===== src/rtl/fp_mul_arbiter.sv =====
// fp_mul_arbiter: round-robin sharing of one pipelined FP32 multiplier among NREQ
// requesters. A tag pipeline tracks each issued operand pair so that every product
// is routed back to its owner as a one-cycle pulse.
// Optional feature macro: FP_MUL_ARB_PERF_EN adds perf_busy / perf_stall counters.
module fp_mul_arbiter #(
  parameter int unsigned NREQ    = 6,
  parameter int unsigned IDW     = 3,
  parameter int unsigned MUL_LAT = 5
) (
  input  logic                 clk,
  input  logic                 rst,
  input  logic                 en,
  input  logic                 flush,
  input  logic [NREQ-1:0]      req_valid,
  input  logic [NREQ*32-1:0]   req_a,
  input  logic [NREQ*32-1:0]   req_b,
  output logic [NREQ-1:0]      req_ready,
  output logic [31:0]          mul_a,
  output logic [31:0]          mul_b,
  input  logic [31:0]          mul_c,
  output logic [NREQ-1:0]      rsp_valid,
  output logic [31:0]          rsp_data,
  output logic [IDW-1:0]       rsp_id
`ifdef FP_MUL_ARB_PERF_EN
  ,
  output logic [31:0]          perf_busy,
  output logic [31:0]          perf_stall
`endif
);

  // One tag stage per multiplier edge plus the stage that lines up with mul_c.
  localparam int unsigned DEPTH = MUL_LAT + 1;
  localparam int unsigned DW    = 32;

  logic [IDW-1:0]            ptr;
  logic [IDW-1:0]            gnt_idx;
  logic                      gnt_found;
  logic                      hs;
  int unsigned               cand;
  logic [DW-1:0]             sel_a;
  logic [DW-1:0]             sel_b;
  logic [DEPTH-1:0]          tag_vld;
  logic [DEPTH-1:0][IDW-1:0] tag_id;

  // Round-robin search starting just after the last granted index.
  always_comb begin
    gnt_found = 1'b0;
    gnt_idx   = ptr;
    cand      = 0;
    for (int unsigned k = 1; k <= NREQ; k++) begin
      cand = (32'(ptr) + k) % NREQ;
      if (!gnt_found && req_valid[cand]) begin
        gnt_found = 1'b1;
        gnt_idx   = IDW'(cand);
      end
    end
    req_ready = '0;
    if (!rst && en && !flush && gnt_found) begin
      req_ready = NREQ'(1) << gnt_idx;
    end
    hs = |(req_valid & req_ready);
  end

  // Operand mux for the granted requester.
  always_comb begin
    sel_a = '0;
    sel_b = '0;
    for (int unsigned i = 0; i < NREQ; i++) begin
      if (gnt_idx == IDW'(i)) begin
        sel_a = req_a[DW*i +: DW];
        sel_b = req_b[DW*i +: DW];
      end
    end
  end

  // Operand issue register and round-robin pointer; both move only on a handshake.
  always_ff @(posedge clk or posedge rst) begin
    if (rst) begin
      mul_a <= '0;
      mul_b <= '0;
      ptr   <= IDW'(NREQ - 1);
    end else if (hs) begin
      mul_a <= sel_a;
      mul_b <= sel_b;
      ptr   <= gnt_idx;
    end
  end

  // Tag pipeline: bubbles enter when nothing is issued; flush kills every tag.
  always_ff @(posedge clk or posedge rst) begin
    if (rst) begin
      tag_vld <= '0;
      tag_id  <= '0;
    end else begin
      tag_id <= {tag_id[DEPTH-2:0], gnt_idx};
      if (flush) begin
        tag_vld <= '0;
      end else begin
        tag_vld <= {tag_vld[DEPTH-2:0], hs};
      end
    end
  end

  // Return path: capture the product whose tag reaches the last stage.
  always_ff @(posedge clk or posedge rst) begin
    if (rst) begin
      rsp_valid <= '0;
      rsp_data  <= '0;
      rsp_id    <= '0;
    end else begin
      rsp_valid <= '0;
      if (!flush && tag_vld[DEPTH-1]) begin
        rsp_valid <= NREQ'(1) << tag_id[DEPTH-1];
        rsp_data  <= mul_c;
        rsp_id    <= tag_id[DEPTH-1];
      end
    end
  end

`ifdef FP_MUL_ARB_PERF_EN
  logic stall_c;

  // A cycle stalls when grants are enabled but some valid request is not granted.
  always_comb begin
    stall_c = en && (|(req_valid & ~req_ready));
  end

  // Saturating activity counters; flush does not touch them.
  always_ff @(posedge clk or posedge rst) begin
    if (rst) begin
      perf_busy  <= '0;
      perf_stall <= '0;
    end else begin
      if (hs && (perf_busy != 32'hFFFF_FFFF)) begin
        perf_busy <= perf_busy + 32'd1;
      end
      if (stall_c && (perf_stall != 32'hFFFF_FFFF)) begin
        perf_stall <= perf_stall + 32'd1;
      end
    end
  end
`endif

endmodule


===== config.mk =====
export PLATFORM = sky130hd
export DESIGN_NAME = fp_mul_arbiter
export DESIGN_NICKNAME = d
export VERILOG_FILES = /design/src/rtl/fp_mul_arbiter.sv
export SDC_FILE = /design/constraint.sdc
export NUM_CORES = 1
export LEC_CHECK = 0
export CORE_AREA = 4 4 204 206
export DETAILED_ROUTE_END_ITERATION = 12
export DIE_AREA = 0 0 208 210
export GPL_TIMING_DRIVEN = 0
export PLACE_DENSITY = 0.6
export SETUP_SLACK_MARGIN = 0.3
export SLEW_MARGIN = 20
export SYNTH_ARGS = -nofsm -noshare
export SYNTH_HDL_FRONTEND = slang
export SYNTH_SLANG_ARGS = --single-unit
export TNS_END_PERCENT = 10

===== constraint.sdc =====
create_clock -name clk -period 9.1 [get_ports clk]
set_clock_uncertainty 0.05 [all_clocks]
set_input_delay 2.275 -clock clk [delete_from_list [all_inputs] [get_ports clk]]
set_output_delay 2.275 -clock clk [all_outputs]
set_load 0.02 [all_outputs]

==> results.cfg <==
[cells_and_area]
nets = 2059
area_growth_pct = 75.2
final_util_pct = 39.5
fillers = 4058
drive_gt1_share_pct = 9.90
mostFrequentLayoutCell = clkdlybuf4s50_1
final_cell_mix = 536 x clkdlybuf4s50_1, 316 x nand2_1, 130 x dfrtp_1, 113 x a21oi_1, 54 x o22ai_1

[global_route]
grt_pass1_vias = 11200
grt_overflow = 0
antenna_found_initial = 0
grtUsageTotal_pct = 21.3
grt_pass1_wl_um = 71100
grt_max_degree = 82

[synthesis]
synth_fp_nets = 1502
synth_cell_types = 71
synth_top_family_by_area = compound AO/OA/AOI/OAI gates
synth_compound_area_share_pct = 25.8
ys_seq_area_share_pct = 37.0
synth_area_leaders = dfrtp_1 36%, nand2_1 13%, a21oi_1 6.3%
synth_area_um2 = 8930
synthCells = 1066
async_reset_ff_share_pct = 100
synth-seq-cells = 132
synth_top_area_cell = dfrtp_1
synth_top_area_share_pct = 36.4
avgSynthCellArea_um2 = 8.38
synth_xor_area_share_pct = 0.462
synth_enable_flop_cells = 0
yosys.area_share.simple_pct = 19.3
synth_fa_ha_area_share_pct = 1.40
synth_warnings = 0
muxShareOfSynthArea_pct = 10.8
synth_flop_cell = dfrtp_1

[sta]
setup_violations = 0
finalCriticalPeriod_ns = 8.60
fin_crit_sh_pct = 94.5
finalSetupTns_ns = 0
drv_slew = 0
final_hold_viol_count = 0
rsz0062_at_grt = true
slew-limit-headroom_pct = 32.4
worst_slew_pin_slew_ns = 1.01
setup_slack_ns = 0.496
clock.fmax_mhz = 116

[placed_design]
hpwl_um = 38900
gp_congestion = 0.909
io_buffer_count = 536
dp_slack_ns = -0.320

[clock_tree]
clockRootBuffer = clkbuf_16
clkLatencyLatePin_ns = 0.43
cts-buffers-inserted = 17
clk_pin_slew_ns = 0.06
cts_buffer_depth = 2
numClockSinks = 132
cts_max_level = 4
hold_buffers = 0
cts_tree = yes

[detailed_routing]
routedWlPerCell_um = 22.5
vias = 10500
drt_pass1_iterations = 7
wl_um = 48600
vias_per_cell = 4.87
final_antenna_net_count = 0
dr.first_iter.drc_count = 652
drcViolationCount = 0

[setup_path]
crit_path_max_incr_delay_ns = 0.60
crit_slowest_cell = clkdlybuf4s50_1
critPathCaptureType = output port
cp_cell_sequence = clkdlybuf4s50_1 -> mux2i_2 -> nand3_1 -> a32oi_1 -> buf_2 -> and2_1 -> o221ai_1 -> a22oi_1 -> and2_1 -> buf_4 -> inv_4 -> or3_1 -> buf_4 -> buf_2 -> inv_1 -> clkdlybuf4s50_1
start_kind = primary input
critPathMaxFanout = 10
arrival_ns = 6.28
required_ns = 6.78
worst-setup-path-type = in2out

[flow_run]
cap_viol_max_count = 0

[floorplan]
die_h_um = 210
io_pins = 537
initial_core_util_pct = 22.5
dieArea_um2 = 43700
die_w_um = 208
rows = 73
core_area_um2 = 39600

[hold_path]
hp-class = reg2reg

[outcome]
status = finished clean
cells in the mapped netlist, drive strengths merged (12+ instances only):
master / count
a21oi: 114
inv: 15
buf: 40
mux2: 57
o21a: 13
nand3: 12
clkbuf: 47
o22ai: 54
mux2i: 24
o221ai: 64
dfrtp: 130
nor2: 43
nand2: 316
o21ai: 17
through the flow:
stage,cell area [um2],hold WS [ns],std cells
2_1_floorplan,8930,0.281,1066
3_3_place_gp,15000,0.284,2127
3_5_place_dp,15000,0.286,2128
4_1_cts,15600,0.301,2161
5_1_grt,15600,0.301,2161
6_report,15600,0.297,2162
layer usage:
metal / part of all wire, % / global-route usage, %
met1: 40 / 25.2
met2: 51 / 38.4
met3: 7.2 / 5.88
met4: 1.8 / 5.35
met5: 0 / 0
critical path: cells and delay by family:
family,cells,cell delay [ns]
buf+inv,8,2.11
compound gates,3,0.70
mux,1,0.33
simple gates,4,0.85
path summary, 6_finish.rpt:
check	endpoint	depth (start not counted)	from	slack [ns]
min reg2reg	tag_id[5]	0	tag_id[2]	0.30
min	tag_id[5]	0	tag_id[2]	0.30
max reg2reg	mul_a[4]	21	ptr[0]	3.36
max in group asynchronous	mul_b[13]	3	rst	6.01
max	req_ready[5]	16	req_valid[4]	0.50
min in group asynchronous	mul_b[30]	2	rst	2.24
cell families after synthesis:
logic type	Yosys count
AOI/OAI and AO/OA	323
xor gates and xnor gates	3
adders and majority gates	10
buffers and inverters	102
DFF	132
muxes	81
and+or+nand+nor	415
flip-flops by register name, indices dropped and copies added (netlist names):
signal and count:
tag_vld 6, rsp_valid 6, mul_a 32, mul_b 32
tag_id 18, rsp_id 3, ptr 3, rsp_data 32
what timing repair did:
action,CTS,global route
gates resized for setup,2,9
setup buffers,1,0
pin swaps,1,0
endpoints found under the setup margin,5,5
area by class of cell:
cell class / count / area (um2) / area share (%)
Clock buffer: 18 / 429 / 2.74
Multi-Input combinational cell: 832 / 5200 / 33.2
Antenna cell: 1 / 2.50 / 0.0160
Tap cell: 525 / 657 / 4.20
Sequential cell: 132 / 3310 / 21.1
Timing Repair Buffer: 538 / 5400 / 34.5
Inverter: 15 / 68.8 / 0.440
Clock inverter: 14 / 166 / 1.06
Buffer: 87 / 419 / 2.68
Power is left out: the tool's default activity adds up to more than one toggle a clock period on the data nets, which glitch-free logic cannot reach.
